File: src/rtl/adder_pkg.sv
// Shared definitions for the registered ripple-carry adder.
// Holds the default operand width and the operand type used by callers.
package adder_pkg;

  localparam int ADDER_WIDTH = 8;

  typedef logic [ADDER_WIDTH-1:0] operand_t;

endpackage : adder_pkg

File: src/rtl/full_adder_bit.sv
// Single-bit full adder: one link of the ripple-carry chain.
module full_adder_bit (
  input  logic a,
  input  logic b,
  input  logic cin,
  output logic s,
  output logic cout
);

  assign s    = a ^ b ^ cin;
  assign cout = (a & b) | (a & cin) | (b & cin);

endmodule : full_adder_bit

File: src/rtl/eight_bit_full_adder.sv
// Registered WIDTH-bit adder: ripple chain of full_adder_bit cells feeding one output register stage.
// Handshake: in_valid qualifies A/B/Cin on an edge; out_valid pulses for exactly one cycle per captured result (no backpressure).
module eight_bit_full_adder
  import adder_pkg::*;
#(
  parameter int WIDTH = ADDER_WIDTH
) (
  input  logic             clk,
  input  logic             rst,
  input  logic             in_valid,
  input  logic [WIDTH-1:0] A,
  input  logic [WIDTH-1:0] B,
  input  logic             Cin,
  output logic [WIDTH-1:0] Sum,
  output logic             Cout,
  output logic             out_valid
);

  logic [WIDTH:0]   c;
  logic [WIDTH-1:0] s;

  assign c[0] = Cin;

  for (genvar i = 0; i < WIDTH; i++) begin : g_chain
    full_adder_bit u_bit (
      .a    (A[i]),
      .b    (B[i]),
      .cin  (c[i]),
      .s    (s[i]),
      .cout (c[i+1])
    );
  end

  // Result registers only load on in_valid, so idle-cycle inputs never reach the outputs.
  always_ff @(posedge clk) begin
    if (rst) begin
      Sum       <= '0;
      Cout      <= 1'b0;
      out_valid <= 1'b0;
    end else begin
      out_valid <= in_valid;
      if (in_valid) begin
        Sum  <= s;
        Cout <= c[WIDTH];
      end
    end
  end

endmodule : eight_bit_full_adder

File: config.mk
export PLATFORM = sky130hd
export DESIGN_NAME = eight_bit_full_adder
export DESIGN_NICKNAME = d
export VERILOG_FILES = /design/src/rtl/adder_pkg.sv /design/src/rtl/full_adder_bit.sv /design/src/rtl/eight_bit_full_adder.sv
export SDC_FILE = /design/constraint.sdc
export NUM_CORES = 1
export LEC_CHECK = 0
export BUFFER_PORTS_ARGS = -buffer_cell sky130_fd_sc_hd__buf_2
export CORE_AREA = 4 4 41 43
export DETAILED_ROUTE_END_ITERATION = 8
export DIE_AREA = 0 0 45 47
export MAX_ROUTING_LAYER = met4
export PLACE_DENSITY = 0.73
export SLEW_MARGIN = 20
export SYNTH_ARGS = -nofsm -noshare
export SYNTH_HDL_FRONTEND = slang
export SYNTH_SLANG_ARGS = --single-unit
export TNS_END_PERCENT = 50
File: constraint.sdc
create_clock -name clk -period 5.4 [get_ports clk]
set_input_delay 1.08 -clock clk [delete_from_list [all_inputs] [get_ports clk]]
set_output_delay 1.08 -clock clk [all_outputs]
set_load 0.1 [all_outputs]
# Yosys cells after proc, flatten, opt, wreduce, memory -nomap -nowiden
# Cells that the tools add are included.
# word_totals
input_bits,20
output_inout_bits,10
register_bits,10
word_cells,59
# op_classes
n_bitwise,56
# op_table
cell,n
$and 1x1->1,24
$or 1x1->1,16
$xor 1x1->1,16

# Longest topological paths before layout
# depth
depth_word,24
depth_mapped,12
depth_no_buf,12

# Hierarchy
# Synthesis repeated with hierarchy kept, for this count alone.
# hier_totals
hier_cells,39
area_unflattened_um2,506.7
# by_module_without_submodules
module,seq_area_each_um2,area_each_um2,cells_each,instances
eight_bit_full_adder,200.2,346.6,31,1
full_adder_bit,0.0,20.0,1,8

# Least setup slack after synthesis
# OpenSTA, ideal clock, no wires.
# synth_path
path_type,input -> register
from,input port A[0]
to,register Sum[7]
setup_slack_ps,1067
required_time_ps,5314
path_buffers,0
stages,12
setup_time_ps,86
arrival_ps,4248
cell_sequence,inv_1 -> fa_1 -> inv_1 -> fa_1 -> fa_1 -> fa_1 -> fa_1 -> fa_1 -> fa_1 -> inv_1 -> fa_1 -> a211oi_1
# synth_via
elab_chain_len,22
word_cells_on_any_way,29
classes_between,bitwise (29)
# synth_rtl
element,line,text
from (decl),eight_bit_full_adder.sv:11,"input logic [WIDTH-1:0] A,"
$and 1x1->1,full_adder_bit.sv:11,assign cout = (a & b) | (a & cin) | (b & cin);
$or 1x1->1 * (2 in a row),full_adder_bit.sv:11,
$and 1x1->1,full_adder_bit.sv:11,
$or 1x1->1,full_adder_bit.sv:11,
$or 1x1->1 *,full_adder_bit.sv:11,
$and 1x1->1,full_adder_bit.sv:11,
$or 1x1->1,full_adder_bit.sv:11,
$or 1x1->1 *,full_adder_bit.sv:11,
(+5 left out),--,
$or 1x1->1 *,full_adder_bit.sv:11,
$and 1x1->1,full_adder_bit.sv:11,
$or 1x1->1,full_adder_bit.sv:11,
$or 1x1->1 *,full_adder_bit.sv:11,
$and 1x1->1,full_adder_bit.sv:11,
$or 1x1->1,full_adder_bit.sv:11,
$or 1x1->1 *,full_adder_bit.sv:11,
$xor 1x1->1 *,full_adder_bit.sv:10,assign s = a ^ b ^ cin;
to (signal assigned),eight_bit_full_adder.sv:43,Sum <= s;
to (decl),eight_bit_full_adder.sv:14,"output logic [WIDTH-1:0] Sum,"
# Every way passes the cells marked *; elsewhere a longest branch is shown, timed or not.
# A chain may end at the register's enable or synchronous reset.

# Worst setup path in the final report
# layout_path
from,input port B[0]
to,register Sum[7]
# layout_via
elab_chain_len,22
word_cells_on_any_way,29
classes_between,bitwise (29)
# layout_rtl
element,line,text
from (decl),eight_bit_full_adder.sv:12,"input logic [WIDTH-1:0] B,"
$and 1x1->1,full_adder_bit.sv:11,
$or 1x1->1,full_adder_bit.sv:11,
$or 1x1->1 *,full_adder_bit.sv:11,
$and 1x1->1,full_adder_bit.sv:11,
$or 1x1->1,full_adder_bit.sv:11,
$or 1x1->1 *,full_adder_bit.sv:11,
$and 1x1->1,full_adder_bit.sv:11,
$or 1x1->1,full_adder_bit.sv:11,
(+6 left out),--,
$or 1x1->1 *,full_adder_bit.sv:11,
$and 1x1->1,full_adder_bit.sv:11,
$or 1x1->1,full_adder_bit.sv:11,
$or 1x1->1 *,full_adder_bit.sv:11,
$and 1x1->1,full_adder_bit.sv:11,
$or 1x1->1,full_adder_bit.sv:11,
$or 1x1->1 *,full_adder_bit.sv:11,
$xor 1x1->1 *,full_adder_bit.sv:10,
# Marks and branches as above.

==> results summary <==
Ranked by total cell area, the synthesized netlist is headed by dfxtp_1, fa_1, mux2i_1, nor2_1, inv_1. The areal power density over the cells is 325.2 nW/um2. After layout, the worst path uses 79.62% of the clock period.

The number of nets in the synthesized netlist is 74. The global placer's final weighted congestion is 0.6570. The source-to-sink clock delay at the later pin of the worst-skew pair is 0.26 ns.

Among all stages on the critical path, the largest delay is contributed by fa_1. The cell at the root of the clock tree is clkbuf_4. The cell family contributing the most delay on the critical path is adder cells. From bottom edge to top edge, the die measures 47 um.

Compared with the post-synthesis result, the final layout area differs by 32.39%. Setup repair after global routing left no endpoint under its margin. The initial antenna violation count is 0.

The met2 routed wirelength came out at 468 um. The remaining global-route overflow is 0. The remaining design rule violation count is 0. The relative slew slack came out at 67.45%. The final wirelength is 1.003 mm.

The via count of the first global-routing pass came out at 391. The data required time of the worst path is 5.58 ns. Post-CTS timing repair inserted 0 buffers for setup. The clock transition time at the flip-flop clock pins of the worst setup and hold paths came out at 0.06 ns. The number of distinct standard cells referenced by the synthesized netlist came out at 10. The max-slew violation total from the final report came out at 0. The setup check on the worst reg-to-reg path leaves a slack of 4.74 ns. The number of placement rows came out at 13. The worst hold path begins at Sum[7]$_SDFFE_PP0P_. The final critical-path required period is 4.299 ns. The nature of the critical path startpoint is a primary input. The final clock skew came out at 0 ns. Per report_power, the sequential group accounts for 37.0% of the total. The worst hold path belongs to the class register to register. The startpoint of the worst setup timing path is B[0].

30 I/O pins were placed. The reg-to-reg critical path startpoint is Cout$_SDFFE_PP0P_. Counting instances, the worst hold path has a depth of 2. Internal power comes to 0.0001293 W. The overall die area is 2115 um2. The detailed-route wire length on metal 1 is 413 um. The worst stage delay on the critical path came out at 0.41 ns. The number of gates resized after cts is 0. The post-route netlist has 43.42% of its cells at a drive strength greater than 1.

The Yosys warning count came out at 0. The final setup violation count came out at 0. The signal on the critical path passes through buf_2 > inv_1 > fa_1 > inv_1 > fa_1 > fa_1 > fa_1 > fa_1 > fa_1 > fa_1 > inv_1 > fa_1 > a211oi_1.

The share of synthesized area occupied by flip-flops and latches came out at 37.83%. The number of inserted diodes is 0. TritonCTS built the clock tree. The flow ran to the end, and the final reports show no timing, DRC or antenna violations.

The maximum VDD drop is 0.0002013 V. The worst register-to-register path ends at Cout$_SDFFE_PP0P_. At the end of the flow, the number of nets in the layout was 106.

The share of power burned in the clock network came out at 21.3%. For this configuration, the core starts out at a cell density of 40.67%. The most common cell after layout, fill and taps aside is buf_2. After detailed routing, no signal wire sits above met4. The number of clock sinks seen by CTS came out at 10.

The number of hold-repair buffers added at the cts stage is 0. The achievable clock frequency is 232.6 MHz. The worst hold path terminates at Sum[7]$_SDFFE_PP0P_. The max capacitance violation total came out at 0.

After technology mapping, the gate count stands at 46. Detailed placement finished with a half-perimeter wire length of 826.7 um. The part of the total power dissipated in combinational logic came out at 41.7%. The netlist area before placement came out at 529.3 um2. After detailed routing, the number of vias per cell comes to 4.330. The critical path is of the primary input to register type. The total of flip-flops plus latches after synthesis is 10. The core region area is 1301 um2. The synthesized design devotes to its leading area cell type 37.83% of total area.

For the pin with the worst max-slew slack, the measured transition is 0.4916 ns. The maximum clock path buffer count is 2. In the final routed layout, each cell accounts on average for 11.02 um. The final hold violation count came to 0.

The largest fanout of any net on the critical path is 1. The most prevalent standard cell on the critical path is fa_1. The switching power share of the total is 43.25%. The total number of vias came out at 394.

The depth of the CTS H-tree is 1. The combined global-route utilization of all metal layers is 11.58%. The net switching power is 0.00009854 W. The worst setup path is captured at a register. The first global-routing pass estimated 1.607 mm of wire. The top cell types in the final layout, fill and taps aside, are buf_2, dfxtp_1, nor2_1. The first-pass iteration count of the detailed router is 1. The maximum number of pins on one net before global-route repair came out at 14. The detailed router finished its first iteration with 0 violations. The number of cell instances on the worst register-to-register path is 2.

The leakage dissipation came out at 0.3748 nW. The count of buffers added on input and output ports is 29. Of all cell types, the one taking the most synthesized area is dfxtp_1. The floorplan die width came out at 45 um.

The arrival time at the worst endpoint is 4.48 ns. The critical path contains buffers and inverters numbering 4 combined. The minimum hold slack came out at 0.4784 ns. The amount of wire on met3 after detailed routing is 111 um. In this run the mean area of a mapped cell was 11.51 um2.

The post-route setup TNS is 0 ns. Counting the buffers created by CTS gives 3. The count of nets left with antenna violations once routing finished came out at 0.
==> sequential cells by signal, summed over array words and instances (netlist names) <==
name	count
Cout	1
out_valid	1
Sum	8
==> layout make-up <==
class / count / area (um2)
clock buffers: 3 / 22.52
fillers: 131 / 600.6
inverters: 7 / 26.28
multi-input cells: 27 / 287.8
flip-flops and latches: 10 / 200.2
well taps: 15 / 18.77
repair buffers: 29 / 145.1
==> stage by stage <==
stage,area (um2),power [W],cells,setup slack (ns),utilization [%]
2_1_floorplan,529.3,0.0001617,46,1.067,-
3_3_place_gp,678.2,0.0001798,88,0.8524,52.12
3_5_place_dp,678.2,0.0001821,88,0.8068,52.12
4_1_cts,700.7,0.0002314,91,1.067,53.85
5_1_grt,700.7,0.0002420,91,0.9246,53.85
6_report,700.7,0.0002279,91,1.101,53.85
==> worst min-delay path, delay by kind of cell, from the launching register on <==
kind | cells | cell delay, ns
AND/OR/NAND/NOR | 1 | 0.08
flip-flops | 1 | 0.31
AO/OA/AOI/OAI | 1 | 0.05
==> routing by layer <==
| metal | global-route usage [%] | vias to the layer above |
|---|---|---|
| li1 | - | 201 |
| met1 | 13.00 | 170 |
| met2 | 16.95 | 21 |
| met3 | 4.981 | 2 |
| met4 | 7.018 | 0 |
| met5 | - | - |
==> cell usage after synthesis, drive strengths merged <==
| master | n |
|---|---|
| inv | 7 |
| fa | 8 |
| mux2i | 6 |
| buf | 1 |
| nor2b | 1 |
| clkbuf | 1 |
| a211oi | 3 |
| dfxtp | 10 |
| nor2 | 9 |
==> power groups by stage <==
stage | sequential [W] | combinational (W) | clock, W
after floorplan | 0.000139 | 0.0000230 | 0
after global placement | 0.0000857 | 0.0000940 | 0
after detailed placement | 0.0000859 | 0.0000962 | 0
after CTS | 0.0000843 | 0.0000964 | 0.0000506
after global routing | 0.0000852 | 0.000102 | 0.0000549
final | 0.0000843 | 0.0000950 | 0.0000485
==> worst max path at each step <==
stage	endpoint	slack [ns]	cells past startpoint
6_report	Sum[7]$_SDFFE_PP0P_	1.10	13
2_1_floorplan	Sum[7]$_SDFFE_PP0P_	1.07	12
3_5_place_dp	Sum[7]$_SDFFE_PP0P_	0.81	13
4_1_cts	Sum[7]$_SDFFE_PP0P_	1.07	13
3_3_place_gp	Sum[7]$_SDFFE_PP0P_	0.85	13
5_1_grt	Sum[7]$_SDFFE_PP0P_	0.92	13
==> cells by family after synthesis <==
family	synth area share [%]
compound gates	5.200
fa+ha+maj	30.26
mux	11.35
simple gates	7.565
flops	37.82
buf+inv	7.801
Power figures use the tool's default switching activity.
